[src/rtl/profiler_ctrl.sv]
// Profiler run controller: IDLE/ARMED/RUN/DONE sequencing from the retired-PC stream plus NREG entry/exit PC windows.
// All outputs are registered and change one edge after the qualifying PC. The config port acks one cycle after sel, so a held sel gets one access every 2 cycles.
module profiler_ctrl #(
  parameter int XLEN = 32,
  parameter int NREG = 4
) (
  input  logic            clk_i,
  input  logic            rst_ni,
  input  logic            stall_i,
  input  logic [XLEN-1:0] wbk_pc_i,
  input  logic            cfg_sel_i,
  input  logic            cfg_we_i,
  input  logic [7:0]      cfg_addr_i,
  input  logic [XLEN-1:0] cfg_wdata_i,
  output logic [XLEN-1:0] cfg_rdata_o,
  output logic            cfg_ready_o,
  output logic            run_o,
  output logic            clr_o,
  output logic [NREG-1:0] reg_en_o,
  output logic [NREG-1:0] reg_hit_o
);

  localparam logic [1:0] ST_IDLE  = 2'd0;
  localparam logic [1:0] ST_ARMED = 2'd1;
  localparam logic [1:0] ST_RUN   = 2'd2;
  localparam logic [1:0] ST_DONE  = 2'd3;

  logic [1:0]      state;
  logic [1:0]      state_nxt;
  logic            clr_nxt;
  logic [XLEN-1:0] start_pc;
  logic [XLEN-1:0] stop_pc;
  logic [NREG-1:0] valid;
  logic [XLEN-1:0] entry_pc [NREG];
  logic [XLEN-1:0] exit_pc  [NREG];
  logic [NREG-1:0] en_nxt;
  logic [NREG-1:0] hit_nxt;
  logic [XLEN-1:0] rmux;

  // Config port decode; an access happens on the edge that raises ready.
  logic       access;
  logic       wr;
  logic       rd;
  logic       aligned;
  logic [5:0] widx;
  logic       ctrl_wr;
  logic       cmd_stop;
  logic       cmd_clear;
  logic       cmd_arm;

  assign access  = cfg_sel_i & ~cfg_ready_o;
  assign wr      = access & cfg_we_i;
  assign rd      = access & ~cfg_we_i;
  assign aligned = (cfg_addr_i[1:0] == 2'b00);
  assign widx    = cfg_addr_i[7:2];
  assign ctrl_wr = wr & aligned & (widx == 6'd0);

  // One write may carry several command bits: STOP beats CLEAR beats ARM.
  assign cmd_stop  = ctrl_wr & cfg_wdata_i[1];
  assign cmd_clear = ctrl_wr & ~cfg_wdata_i[1] & cfg_wdata_i[2];
  assign cmd_arm   = ctrl_wr & ~cfg_wdata_i[1] & ~cfg_wdata_i[2] & cfg_wdata_i[0];

  logic pc_ok;
  logic hit_start;
  logic hit_stop;
  logic eval;

  assign pc_ok     = ~stall_i;
  assign hit_start = pc_ok && (wbk_pc_i == start_pc);
  assign hit_stop  = pc_ok && (wbk_pc_i == stop_pc);

  always_comb begin
    state_nxt = state;
    clr_nxt   = 1'b0;
    case (state)
      ST_IDLE: begin
        if (cmd_clear) begin
          clr_nxt = 1'b1;
        end else if (cmd_arm) begin
          state_nxt = ST_ARMED;
        end
      end
      ST_ARMED: begin
        if (cmd_stop) begin
          state_nxt = ST_DONE;
        end else if (hit_start) begin
          state_nxt = ST_RUN;
        end
      end
      ST_RUN: begin
        if (cmd_stop || hit_stop) begin
          state_nxt = ST_DONE;
        end
      end
      ST_DONE: begin
        if (cmd_clear) begin
          clr_nxt   = 1'b1;
          state_nxt = ST_IDLE;
        end else if (cmd_arm) begin
          state_nxt = ST_ARMED;
        end
      end
    endcase
  end

  // Windows only move while the run continues; leaving RUN closes all and suppresses hits.
  assign eval = (state == ST_RUN) && (state_nxt == ST_RUN);

  always_comb begin
    en_nxt  = '0;
    hit_nxt = '0;
    if (eval) begin
      for (int i = 0; i < NREG; i++) begin
        if (valid[i]) begin
          if (pc_ok && (wbk_pc_i == entry_pc[i])) begin
            en_nxt[i]  = 1'b1;
            hit_nxt[i] = 1'b1;
          end else if (pc_ok && (wbk_pc_i == exit_pc[i])) begin
            en_nxt[i] = 1'b0;
          end else begin
            en_nxt[i] = reg_en_o[i];
          end
        end
      end
    end
  end

  always_comb begin
    rmux = '0;
    if (aligned) begin
      case (widx)
        6'd0:    rmux = XLEN'(state);
        6'd1:    rmux = start_pc;
        6'd2:    rmux = stop_pc;
        6'd3:    rmux = XLEN'(valid);
        default: rmux = '0;
      endcase
      for (int i = 0; i < NREG; i++) begin
        if (widx == 6'(4 + 2 * i)) rmux = entry_pc[i];
        if (widx == 6'(5 + 2 * i)) rmux = exit_pc[i];
      end
    end
  end

  always_ff @(posedge clk_i or negedge rst_ni) begin
    if (!rst_ni) begin
      start_pc <= '0;
      stop_pc  <= '0;
      valid    <= '0;
      for (int i = 0; i < NREG; i++) begin
        entry_pc[i] <= '0;
        exit_pc[i]  <= '0;
      end
    end else if (wr && aligned) begin
      case (widx)
        6'd1:    start_pc <= cfg_wdata_i;
        6'd2:    stop_pc  <= cfg_wdata_i;
        6'd3:    valid    <= cfg_wdata_i[NREG-1:0];
        default: ;
      endcase
      for (int i = 0; i < NREG; i++) begin
        if (widx == 6'(4 + 2 * i)) entry_pc[i] <= cfg_wdata_i;
        if (widx == 6'(5 + 2 * i)) exit_pc[i]  <= cfg_wdata_i;
      end
    end
  end

  always_ff @(posedge clk_i or negedge rst_ni) begin
    if (!rst_ni) begin
      state       <= ST_IDLE;
      run_o       <= 1'b0;
      clr_o       <= 1'b0;
      reg_en_o    <= '0;
      reg_hit_o   <= '0;
      cfg_ready_o <= 1'b0;
      cfg_rdata_o <= '0;
    end else begin
      state       <= state_nxt;
      run_o       <= (state_nxt == ST_RUN);
      clr_o       <= clr_nxt;
      reg_en_o    <= en_nxt;
      reg_hit_o   <= hit_nxt;
      cfg_ready_o <= cfg_sel_i & ~cfg_ready_o;
      cfg_rdata_o <= rd ? rmux : '0;
    end
  end

endmodule

[config.mk]
export PLATFORM = sky130hd
export DESIGN_NAME = profiler_ctrl
export DESIGN_NICKNAME = d
export VERILOG_FILES = /design/src/rtl/profiler_ctrl.sv
export SDC_FILE = /design/constraint.sdc
export NUM_CORES = 1
export LEC_CHECK = 0
export ABC_AREA = 1
export BUFFER_PORTS_ARGS = -buffer_cell sky130_fd_sc_hd__buf_2
export CELL_PAD_IN_SITES_DETAIL_PLACEMENT = 0
export CELL_PAD_IN_SITES_GLOBAL_PLACEMENT = 1
export CORE_MARGIN = 1
export CORE_UTILIZATION = 46
export DETAILED_ROUTE_END_ITERATION = 12
export PLACE_DENSITY = 0.89
export SLEW_MARGIN = 20
export SYNTH_ARGS = -nofsm -noshare
export SYNTH_HDL_FRONTEND = slang
export SYNTH_SLANG_ARGS = --single-unit
[constraint.sdc]
create_clock -name clk_i -period 2.67 [get_ports clk_i]
set_input_delay 0.534 -clock clk_i [delete_from_list [all_inputs] [get_ports clk_i]]
set_output_delay 0.534 -clock clk_i [all_outputs]
set_load 0.01 [all_outputs]
==> impl_summary.log, run 1 <==
INFO  metric ys_ff_latch = 369
INFO  metric synth_edf_count = 0
INFO  metric crit_path_max_fo = 4
INFO  metric timing.max_slew.rel_slack = 0.5102
INFO  metric met1_length = 33220 microns
INFO  metric numPlacedInstances = 3144
INFO  metric timing.critical_path.from_type = flop
INFO  metric finalHoldViolations = 0
INFO  metric cts_tree = yes
INFO  metric synthesis.area = 19590 sq um
INFO  metric synthesis.nets = 2599
INFO  metric viasPerCell = 6.000
INFO  metric layout.cells.most_common = nand2_1
INFO  metric clock-skew-final = 9.448 ps
INFO  metric buffer_ports.inserted = 119
INFO  metric period_share = 0.9375
INFO  metric synthCells = 2518
INFO  metric cts_hold_buffers = 1
INFO  metric route.final.wire_length = 83240 microns
INFO  metric finalPower = 13.76 mW
INFO  metric num-nets-final = 2732
INFO  metric antenna_left = 0
INFO  metric min-delay-path-class = in2reg
INFO  metric leakage_power = 10.47 nW
INFO  metric ctsLongestPathBuffers = 3
INFO  metric worstPathArrival = 2970 ps
INFO  metric seq_total_area_yosys = 0.4715
INFO  metric ir_worst_vdd = 0.0005296 V
INFO  metric final-setup-viol-count = 0
INFO  metric final.min_clock_period = 2503 ps
INFO  metric max_freq = 399.5 MHz
INFO  metric ctsHtreeMaxLevel = 2
INFO  metric core_region_area = 41950 sq um
INFO  metric synth_warnings = 0
INFO  metric whs_path_depth = 3
INFO  metric drt_pre_antenna_iters = 6
INFO  metric met2WireLength = 36590 microns
INFO  metric end_kind = flop
INFO  metric number_of_antenna_violations_at_the_first_check_in_global_routing = 3
INFO  metric post_cts.resized_instances = 0
INFO  metric detailed_routed_wire_length_on_met3 = 8888 microns
INFO  metric reg2regPathDepth = 11
INFO  metric via_count = 19350
INFO  metric postCtsSetupBuffers = 0
INFO  metric top_layer_used = met4
INFO  metric cts-buffers-inserted = 43
INFO  metric track_usage = 0.3864
INFO  metric drive_gt1_frac = 0.1352
INFO  metric powerDensity = 600.8 nW/um^2
INFO  metric clock_pin_slew_reported_for_the_worst_setup_and_hold_paths_after_clock_tree_synthesis = 60 ps
INFO  metric dieHeight = 208.3 microns
INFO  metric grt_start_max_net_pins = 77
INFO  metric dp.final_hpwl = 59980 microns
INFO  metric ys.flop_type = dfrtp_1
INFO  metric tritoncts_sink_count = 369
INFO  metric overflow = 0
INFO  metric dieWidth = 208.3 microns
INFO  metric timing_max_transition_violations_final = 0
INFO  metric critical_path_class = reg2reg
INFO  metric run_status = finished clean
INFO  metric weighted_congestion_reported_at_the_end_of_routability_driven_placement = 1.048
INFO  metric global_route_wire_length_before_repair = 123500 microns
INFO  metric first_global_vias = 18460
INFO  metric synthToLayoutAreaGrowth = 16.98%
INFO  metric layout.cells.most_common_list = 727 x nand2_1, 399 x o21ai_0, 369 x dfrtp_1
INFO  metric grt_setup_unrepaired = no
INFO  metric synth_area_per_cell = 7.778 sq um
INFO  metric finish.cell_count_without_fillers = 3225
INFO  metric max_slew.worst_pin.slew = 727.9 ps
INFO  metric r2r_setup_slack = 170 ps
INFO  metric setup_tns_final = 0 ps
INFO  metric wire_length_per_cell_after_detailed_routing = 25.81 microns
INFO  metric dieArea = 43410 sq um
INFO  metric worst_skew_pair.late_latency = 580 ps
INFO  metric worst-endpoint-required = 3140 ps
INFO  metric initial_utilization = 0.4669
INFO  metric cts_root_buf = clkbuf_16
INFO  metric async_flop_share = 1.000
INFO  metric post_synth_num_cell_types = 44
INFO  metric fp-row-count = 75
INFO  metric drt_drc_violations_left = 0
INFO  metric cap_viol_max_count = 0
INFO  metric io_pins = 120
INFO  metric detail_route.iter0.violations = 2492
-- worst paths after layout --
kind                                from            end
max in group asynchronous         rst_ni   start_pc[25]
min reg2reg                entry_pc[119]  entry_pc[119]
max reg2reg                  exit_pc[51]    reg_en_o[2]
max                          exit_pc[51]    reg_en_o[2]
min in group asynchronous         rst_ni  entry_pc[102]
min                            cfg_sel_i    cfg_ready_o
-- where the power goes --
part	switching [mW]	internal, mW
registers	0.132	5.70
clock network	2.49	4.20
logic	0.862	0.377
total	3.48	10.3
-- cells in the mapped netlist, types with 2 or more instances --
library cell  number  area share
o211ai_1          15      0.0057
nand3_1           39       0.010
nor2_1           108       0.021
a31oi_1            2     0.00064
nor4_1            18      0.0057
nor3_1            20      0.0051
buf_6              5      0.0029
o21bai_1           2     0.00077
nand2_2            3     0.00096
o21ai_0          399        0.10
dfrtp_1          369        0.47
a21oi_1          105       0.027
nand2_1          735        0.14
inv_4              2     0.00064
o21ai_1           38      0.0097
nand4_2            4      0.0026
xor2_1            57       0.025
ha_1               4      0.0026
or2_2              8      0.0026
buf_4             12      0.0046
clkbuf_1          91       0.017
nor2_2             4      0.0013
o221ai_1           4      0.0018
inv_2             22      0.0042
o2111ai_1         29       0.013
nand4_1           45       0.014
o21a_1             3      0.0011
a211oi_1           4      0.0015
inv_1            193       0.037
a22o_1             3      0.0013
xnor2_1           61       0.027
buf_2             30      0.0077
a221oi_1           7      0.0031
o22ai_1           65       0.021
nand2_4            3      0.0017
-- worst max-delay path, stage by stage (launching register included) --
cell and delay [ps]:
dfrtp_1 420, nand2_1 80, o21ai_0 90, nor2_1 110, nand3_1 250, nor4_1 630
buf_4 240, nand3_1 160, nor2_1 220, nor2_1 60, nand4_1 80, nand2_1 60
-- logic make-up (layout without fill, tap and decap cells) --
| family | Yosys count | in the layout | share of synthesized area |
|---|---|---|---|
| adders and majority gates | 4 | 4 | 0.002556 |
| other | 0 | 1 | 0 |
| buffers and inverters | 355 | 522 | 0.07443 |
| DFF | 369 | 369 | 0.4715 |
| xor gates and xnor gates | 118 | 118 | 0.05277 |
| and+or+nand+nor | 992 | 992 | 0.2085 |
| AOI/OAI and AO/OA | 680 | 680 | 0.1903 |
-- registers in the layout, indices dropped and copies added (netlist names) --
name         count
entry_pc       128
exit_pc        128
cfg_rdata_o     32
start_pc        32
stop_pc         32
reg_en_o         4
reg_hit_o        4
valid            4
state            2
cfg_ready_o      1
clr_o            1
run_o            1
-- through the flow --
stage | setup slack [ps] | area [sq um] | hold slack [ps] | utilization
floorplan | 765.8 | 19590 | 238.4 | -
global placement | -125.0 | 21290 | 465.5 | 0.5076
detailed placement | -90.18 | 21290 | 473.3 | 0.5076
CTS | 338.8 | 22910 | 196.1 | 0.5461
global route | 83.89 | 22910 | 236.6 | 0.5461
finish | 166.8 | 22910 | 203.1 | 0.5462
-- metal layers --
metal,global-route usage,vias up
met2,0.5847,1163
met4,0.1962,0
li1,-,8621
met5,0,-
met3,0.07758,246
met1,0.5263,9320
-- layout make-up --
cell class	count	area, sq um
Multi-Input combinational cell	1794	8951
Timing Repair Buffer	226	1624
Tap cell	539	674.4
Fill cell	3996	19040
Sequential cell	369	9234
Clock inverter	15	277.8
Antenna cell	1	2.502
Clock buffer	64	1328
Inverter	217	819.5
Note: power is estimated with default switching activity, not from simulation.
==> run 2: changes to the inputs <==
- SETUP_SLACK_MARGIN: not set -> 0.5
==> impl_summary.log, run 2 (same netlist as run 1, synthesis figures left out) <==
INFO  metric num-nets-final = 2738 (+0.22%)
INFO  metric worst_skew_pair.late_latency = 580 ps (about the same)
INFO  metric finish.cell_count_without_fillers = 3231 (+0.19%)
INFO  metric whs = 206.6 ps (+3.472 ps)
INFO  metric layout.cells.most_common_list = 725 x nand2_1, 399 x o21ai_0, 369 x dfrtp_1
INFO  metric synthToLayoutAreaGrowth = 17.77%
INFO  metric io_pins = 120 (unchanged)
INFO  metric cts-buffers-inserted = 43 (unchanged)
INFO  metric critical_path_class = reg2reg
INFO  metric track_usage = 0.3865 (about the same)
INFO  metric max_slew.worst_pin.slew = 723.2 ps (-4.763 ps)
INFO  metric final-setup-viol-count = 0 (unchanged)
INFO  metric max_freq = 476.8 MHz (+19%)
INFO  metric worst-endpoint-required = 3130 ps (about the same)
INFO  metric detail_route.iter0.violations = 2678 (+7.5%)
INFO  metric final.min_clock_period = 2098 ps (-405.7 ps)
INFO  metric timing.critical_path.from_type = flop
INFO  metric initial_utilization = 0.4669 (unchanged)
INFO  metric dieWidth = 208.3 microns (unchanged)
INFO  metric antenna_left = 0 (unchanged)
INFO  metric timing.max_slew.rel_slack = 0.5179 (+0.007651)
INFO  metric fp-row-count = 75 (unchanged)
INFO  metric wire_length_per_cell_after_detailed_routing = 25.81 microns (about the same)
INFO  metric layout_top_registers = entry_pc (128), exit_pc (128)
INFO  metric weighted_congestion_reported_at_the_end_of_routability_driven_placement = 1.048 (unchanged)
INFO  metric drt_pre_antenna_iters = 6 (unchanged)
INFO  metric cap_viol_max_count = 0 (unchanged)
INFO  metric dieArea = 43410 sq um (unchanged)
INFO  metric min-delay-path-class = in2reg
INFO  metric buffer_ports.inserted = 119 (unchanged)
INFO  metric num-fill-cells = 3981 (-0.38%)
INFO  metric ctsHtreeMaxLevel = 2 (unchanged)
INFO  metric route.final.wire_length = 83410 microns (+0.20%)
INFO  metric period_share = 0.7856 (-0.1519)
INFO  metric finalHoldViolations = 0 (unchanged)
INFO  metric drt_drc_violations_left = 0 (unchanged)
INFO  metric leakage_power = 10.52 nW (+0.50%)
INFO  metric run_status = finished clean
INFO  metric multiInputGateArea = 9065 sq um (+1.3%)
INFO  metric tritoncts_sink_count = 369 (unchanged)
INFO  metric layout.cells.most_common = nand2_1
INFO  metric first_global_vias = 18460 (unchanged)
INFO  metric grt_start_max_net_pins = 77 (unchanged)
INFO  metric timing_max_transition_violations_final = 0 (unchanged)
INFO  metric regArea = 9234 sq um (unchanged)
INFO  metric worstPathArrival = 2560 ps (-410 ps)
INFO  metric global_route_wire_length_before_repair = 123500 microns (about the same)
INFO  metric numPlacedInstances = 3144 (unchanged)
INFO  metric end_kind = flop
INFO  metric core_region_area = 41950 sq um (unchanged)
INFO  metric final.setup.worst_slack = 572.5 ps (+405.7 ps)
INFO  metric crit_path_max_fo = 4 (unchanged)
INFO  metric cts_root_buf = clkbuf_16
INFO  metric cts_tree = yes
INFO  metric dieHeight = 208.3 microns (unchanged)
INFO  metric ctsLongestPathBuffers = 3 (unchanged)
INFO  metric number_of_antenna_violations_at_the_first_check_in_global_routing = 3 (unchanged)
INFO  metric overflow = 0 (unchanged)
INFO  metric via_count = 19420 (+0.38%)
INFO  metric powerDensity = 598.8 nW/um^2 (-0.32%)
INFO  metric grt_setup_unrepaired = yes
INFO  metric ir_worst_vdd = 0.0005300 V (about the same)
INFO  metric clock-skew-final = 12.58 ps (+3.135 ps)
INFO  metric clock_pin_slew_reported_for_the_worst_setup_and_hold_paths_after_clock_tree_synthesis = 60 ps (about the same)
INFO  metric viasPerCell = 6.011 (+0.19%)
INFO  metric dp.final_hpwl = 59980 microns (unchanged)
INFO  metric preCtsSetupSlack = -90.18 ps (unchanged)
INFO  metric drive_gt1_frac = 0.1438 (+0.008617)
==> run 2: path summary, 6_finish.rpt <==
path | from | endpoint | slack (ps) | cells after the start
max | exit_pc[57] | reg_en_o[2] | 570 | 9
max reg2reg | exit_pc[57] | reg_en_o[2] | 570 | 9
min in group asynchronous | rst_ni | entry_pc[102] | 520 | 2
min | cfg_sel_i | cfg_ready_o | 210 | 3
max in group asynchronous | rst_ni | start_pc[25] | 1310 | 3
min reg2reg | entry_pc[119] | entry_pc[119] | 490 | 2
==> run 2: metrics by stage <==
stage	TNS, ps	instance area (sq um)	total power, mW	utilization
floorplan	0	19590	6.532	-
global placement	-125.0	21290	7.121	0.5076
detailed placement	-90.18	21290	7.136	0.5076
CTS	0	22920	13.78	0.5463
global route	0	23060	14.15	0.5498
finish	0	23070	13.81	0.5499
==> run 2: metal layers <==
layer	part of all wire	track usage	vias to the layer above
li1	-	-	8635
met1	0.40	0.5264	9343
met2	0.44	0.5847	1214
met3	0.10	0.07774	229
met4	0.054	0.1962	2
met5	0.00013	0	-
==> run 2: power breakdown <==
part / switching, mW / internal, mW / leakage [nW]
registers: 0.135 / 5.70 / 5.13
logic: 0.883 / 0.394 / 4.60
clock network: 2.50 / 4.20 / 0.792
==> run 2: worst max-delay path, stage by stage, from the launching register on <==
cell,delay (ps)
dfrtp_1,470
o21ai_0,150
a211o_1,260
nor3_1,330
buf_4,190
nand3_1,160
nor2_1,220
nor2_1,60
nand4_1,80
nand2_1,60
==> run 2: repair_timing <==
action,4_1_cts,5_1_grt
resized for setup,2,19
hold buffers,1,0
setup buffers,0,5
endpoints found under the hold margin,46,0
gates cloned,0,1
setup endpoints to repair,3,9
pin swaps,0,8
==> run 2: layout make-up <==
cell class / count / share of cell area
sequential: 369 / 0.4003
multi-input combinational: 1795 / 0.3930
timing repair buffer: 231 / 0.07204
clock buffer: 64 / 0.05755
inverter: 217 / 0.03569
tap: 539 / 0.02924
clock inverter: 15 / 0.01204
antenna: 1 / 0.0001085
